`src/rtl/rc4_phase_sequencer.sv`:
```
// RC4 core phase controller: sequences S-init, KSA and PRGA engines and muxes
// the active engine onto the shared S RAM. Optional watchdog: `define PHASE_TIMEOUT_EN.
module rc4_phase_sequencer #(
    parameter int ADDR_W         = 8,
    parameter int DATA_W         = 8,
    parameter int TIMEOUT_CYCLES = 2048
) (
    input  logic              clk,
    input  logic              reset,
    input  logic              start,
    output logic              done,
    output logic              busy,
    output logic [2:0]        phase,
    output logic              error,
    output logic              init_start,
    input  logic              init_finished,
    input  logic [ADDR_W-1:0] init_address,
    input  logic [DATA_W-1:0] init_data,
    input  logic              init_wren,
    output logic              ksa_start,
    input  logic              ksa_finished,
    input  logic [ADDR_W-1:0] ksa_address,
    input  logic [DATA_W-1:0] ksa_data,
    input  logic              ksa_wren,
    output logic              prga_start,
    input  logic              prga_finished,
    input  logic [ADDR_W-1:0] prga_address,
    input  logic [DATA_W-1:0] prga_data,
    input  logic              prga_wren,
    output logic [ADDR_W-1:0] ram_address,
    output logic [DATA_W-1:0] ram_data,
    output logic              ram_wren
);

    typedef enum logic [2:0] {
        S_IDLE = 3'd0,
        S_INIT = 3'd1,
        S_KSA  = 3'd2,
        S_PRGA = 3'd3,
        S_DONE = 3'd4,
        S_ERR  = 3'd5
    } state_t;

    state_t state, state_next;
    logic   timeout;

`ifdef PHASE_TIMEOUT_EN
    localparam int CNT_W = $clog2(TIMEOUT_CYCLES + 1);
    logic [CNT_W-1:0] cnt;

    // Cleared on every state change so each phase gets its own budget.
    always_ff @(posedge clk) begin
        if (reset)                    cnt <= '0;
        else if (state_next != state) cnt <= '0;
        else if (busy)                cnt <= cnt + 1'b1;
    end

    assign timeout = (cnt == CNT_W'(TIMEOUT_CYCLES));
    assign error   = (state == S_ERR);
`else
    assign timeout = 1'b0;
    assign error   = 1'b0;
`endif

    always_ff @(posedge clk) begin
        if (reset) state <= S_IDLE;
        else       state <= state_next;
    end

    // A finished on the timeout cycle wins over the watchdog.
    always_comb begin
        state_next = state;
        case (state)
            S_IDLE: if (start) state_next = S_INIT;
            S_INIT: if (init_finished) state_next = S_KSA;
                    else if (timeout)  state_next = S_ERR;
            S_KSA:  if (ksa_finished)  state_next = S_PRGA;
                    else if (timeout)  state_next = S_ERR;
            S_PRGA: if (prga_finished) state_next = S_DONE;
                    else if (timeout)  state_next = S_ERR;
            S_DONE: if (!start) state_next = S_IDLE;
            S_ERR:  if (!start) state_next = S_IDLE;
            default: state_next = S_IDLE;
        endcase
    end

    assign phase = state;

    always_comb begin
        done        = 1'b0;
        busy        = 1'b0;
        init_start  = 1'b0;
        ksa_start   = 1'b0;
        prga_start  = 1'b0;
        ram_address = '0;
        ram_data    = '0;
        ram_wren    = 1'b0;
        case (state)
            S_INIT: begin
                busy        = 1'b1;
                init_start  = 1'b1;
                ram_address = init_address;
                ram_data    = init_data;
                ram_wren    = init_wren;
            end
            S_KSA: begin
                busy        = 1'b1;
                ksa_start   = 1'b1;
                ram_address = ksa_address;
                ram_data    = ksa_data;
                ram_wren    = ksa_wren;
            end
            S_PRGA: begin
                busy        = 1'b1;
                prga_start  = 1'b1;
                ram_address = prga_address;
                ram_data    = prga_data;
                ram_wren    = prga_wren;
            end
            S_DONE:  done = 1'b1;
            default: ;
        endcase
    end

endmodule
```
`config.mk`:
```
export PLATFORM = sky130hd
export DESIGN_NAME = rc4_phase_sequencer
export DESIGN_NICKNAME = d
export VERILOG_FILES = /design/src/rtl/rc4_phase_sequencer.sv
export SDC_FILE = /design/constraint.sdc
export NUM_CORES = 1
export LEC_CHECK = 0
export BUFFER_PORTS_ARGS = -buffer_cell sky130_fd_sc_hd__buf_2
export CELL_PAD_IN_SITES_DETAIL_PLACEMENT = 1
export CELL_PAD_IN_SITES_GLOBAL_PLACEMENT = 2
export CORE_ASPECT_RATIO = 0.75
export CORE_UTILIZATION = 14
export CTS_CLUSTER_DIAMETER = 30
export DETAILED_ROUTE_END_ITERATION = 8
export PLACE_DENSITY_LB_ADDON = 0.1
export SYNTH_ARGS = -nofsm -noshare
export SYNTH_HDL_FRONTEND = slang
export SYNTH_SLANG_ARGS = --single-unit
```
`constraint.sdc`:
```
create_clock -name clk -period 1.3 [get_ports clk]
set_input_delay 0.065 -clock clk [delete_from_list [all_inputs] [get_ports clk]]
set_output_delay 0.065 -clock clk [all_outputs]
set_load 0.02 [all_outputs]
```
==> impl_metrics.csv <==
group,metric,value,unit
global_route,grt_start_max_net_pins,18,
sta,finClkSkew,2.318,ps
sta,tns,-2624,ps
placed_design,port_buffers,81,
sta,setup-violations-final,18,
global_route,grt_use_total,12.62,%
floorplanning,core-area,0.004493,mm^2
global_route,use_met1,14.16,%
logic_synthesis,yosysWarnings,0,
worst_setup_path,required,1240,ps
logic_synthesis,synth_common_cells,"nor2_1 (23), a22oi_1 (17), mux2_2 (17), buf_6 (4)",
power_and_ir_drop,static-leakage-power,0.7172,nW
logic_synthesis,syn_nets,146,
global_route,grt_overflow,0,
logic_synthesis,synth_top_area_share,29.03,%
worst_setup_path,crit_buf_inv,2,
outcome,violations,"negative setup slack",
flow_run,drv_cap,0,
drt,first_iter_violations,9,
power_and_ir_drop,power.density,853.9,mW/mm^2
final_layout,fin_nets,237,
final_layout,largest_reg_flops,3,
logic_synthesis,synth_area_leaders,"mux2_2 (29%), a22oi_1 (19%), nor2_1 (13%)",
clock_tree,cts_made_buffers,3,
clock_tree,clk-insertion-delay-late,220,ps
clock_tree,cts_buffer_depth,2,
worst_setup_path,worst_setup_path_start_kind,"flop",
worst_setup_path,slowest_delay,370,ps
global_route,grt_pass1_vias,1020,
placed_design,dp.cells,227,
final_layout,diodes,0,
floorplanning,pin_count,83,
clock_tree,cts.hold.buffers_added,0,
logic_synthesis,async_flop_share,0,%
global_route,grt-busiest-layer,"met2",
global_route,grt_pass1_wl,4.692,mm
worst_setup_path,slowest_stage,"dfxtp_4",
final_layout,drive_above_1_share,83.24,%
global_route,antenna_found_initial,0,
floorplanning,die-area,0.004991,mm^2
power_and_ir_drop,power,1.278,mW
drt,routedWlPerCell,13.88,um
logic_synthesis,synthMostInstantiatedCell,"nor2_1",
global_route,grt_util_met2,24.37,%
sta,rsz0062_at_grt,"yes",
global_route,grtUsageMet3,2.074,%
drt,ant_nets,0,
logic_synthesis,synth.cell_area,659.4,um^2
worst_setup_path,critical_path.max_fanout,5,
worst_setup_path,cp_cell_sequence,"buf_6 > mux2_2 > a22oi_1 > nor2_1 > buf_4",
logic_synthesis,ys_seq_elements,3,
logic_synthesis,synth-edff-count,0,
drt,viasPerCell,4.381,
final_layout,area_growth,126.9,%
sta,max_freq,0.6763,GHz
floorplanning,initial_core_util,14.68,%
hold_path,hp-class,"primary input to flop",
worst_setup_path,cp.arrival,1410,ps
logic_synthesis,synth_flop_cell,"dfxtp_1",
power_and_ir_drop,ir_drop,0.2620,mV
drt,routed_wl,3.276,mm
final_layout,stdcell_count,236,
drt,dr.pass1.iters,4,
drt,drc,0,
sta,slew_violations,0,
clock_tree,root_buffer,"clkbuf_8",
logic_synthesis,avgSynthCellArea,7.409,um^2
sta,finalHoldViolCount,0,
worst_setup_path,endpoint_kind,"output port",
logic_synthesis,yosysUniqueCellTypes,23,
floorplanning,placement_rows,21,
drt,vias,1034,
worst_setup_path,path_class,"flop to output port",
placed_design,place.gp.congestion,0.6946,
clock_tree,clkSinkCount,3,
sta,fin_crit_sh,113.7,%
sta,fin_crit,1479,ps
floorplanning,die_y,61.44,um
clock_tree,htreeDepth,1,
logic_synthesis,yosys.area.top_type,"mux2_2",
placed_design,hpwl,2.504,mm
logic_synthesis,ys_seq_area_share,9.108,%
floorplanning,die_x,81.25,um
sta,fin_ws,-178.6,ps
outcome,status,"finished, violations left",
clock_tree,cts_tree,"built",
clock_tree,clk_pin_slew,30,ps
worst_setup_path,crit_family,"flip-flops",
logic_synthesis,syn_inst,89,
==> kinds of logic (layout without fill, tap and decap cells) <==
logic type	Yosys count	in the layout	synth area share, %
AOI/OAI and AO/OA	20	20	22.58
buffers and inverters	12	102	12.90
DFF	3	3	9.109
muxes	17	17	29.03
other	1	1	0.5687
and+or+nand+nor	36	36	25.81
==> worst reg2reg max path, cell delays in order, from the launching register on <==
cell     delay [ps]
dfxtp_4         370
buf_8           120
buf_6           120
inv_2            40
or4_1           490
nand3_1          90
==> timing repair <==
action                                  in CTS  in global routing
endpoints found under the setup margin      19                 21
pin swaps                                    8                  7
cloned                                       2                  0
gates resized for setup                     56                 16
setup buffers                                2                  2
endpoints found under the hold margin        0                  0
==> through the flow <==
stage / hold slack (ps) / util (%) / instance area, um^2 / setup WS, ps
floorplan: 136.9 / - / 693.2 / 3.676
global placement: 287.8 / 26.01 / 1169 / -3.517
detailed placement: 296.7 / 26.01 / 1169 / -59.81
CTS: 65.28 / 31.83 / 1430 / -196.1
global route: 81.80 / 33.31 / 1496 / -266.5
finish: 71.17 / 33.31 / 1496 / -178.6
==> where the power goes <==
part / internal [mW] / switching, mW / total (mW)
combinational: 0.466 / 0.420 / 0.886
sequential: 0.102 / 0.0169 / 0.119
clock: 0.209 / 0.0634 / 0.273
==> metal layers <==
| layer | wire (um) | share of wire (%) | vias to the layer above |
|---|---|---|---|
| li1 | - | - | 505 |
| met1 | 1266 | 39 | 480 |
| met2 | 1756 | 54 | 45 |
| met3 | 230 | 7.0 | 4 |
| met4 | 23 | 0.70 | 0 |
| met5 | 0 | 0 | - |
==> worst paths after layout <==
check,slack [ps],from,cells past startpoint,to
hold / removal,70,reset,2,phase[2]$_SDFFE_PP0P_
hold reg to reg,630,phase[2]$_SDFFE_PP0P_,3,phase[0]$_SDFFE_PP0P_
setup / recovery,-180,phase[0]$_SDFFE_PP0P_,5,ram_address[4]
setup reg to reg,10,phase[0]$_SDFFE_PP0P_,5,phase[0]$_SDFFE_PP0P_
==> final cells by class <==
class | count | area, um^2
fill | 552 | 2997
timing repair buffer | 97 | 656.9
multi-input combinational | 74 | 651.9
tap | 57 | 71.32
sequential | 3 | 67.56
clock buffer | 4 | 45.04
inverter | 1 | 3.754
==> cell usage in the layout (no fill, tap or decap), drive strengths merged <==
cell type / Yosys / final
buf: 9 / 97
nor2: 23 / 23
mux2: 17 / 17
a22oi: 17 / 17
clkbuf: 2 / 4
nand2: 3 / 3
nor3: 3 / 3
dfxtp: 3 / 3
inv: 1 / 1
nand2b: 1 / 1
nor2b: 1 / 1
and2: 1 / 1
o211ai: 1 / 1
or4b: 1 / 1
or4: 1 / 1
nand3: 1 / 1
o22a: 1 / 1
and3b: 1 / 1
a21oi: 1 / 1
conb: 1 / 1
Power figures use the tool's default switching activity.
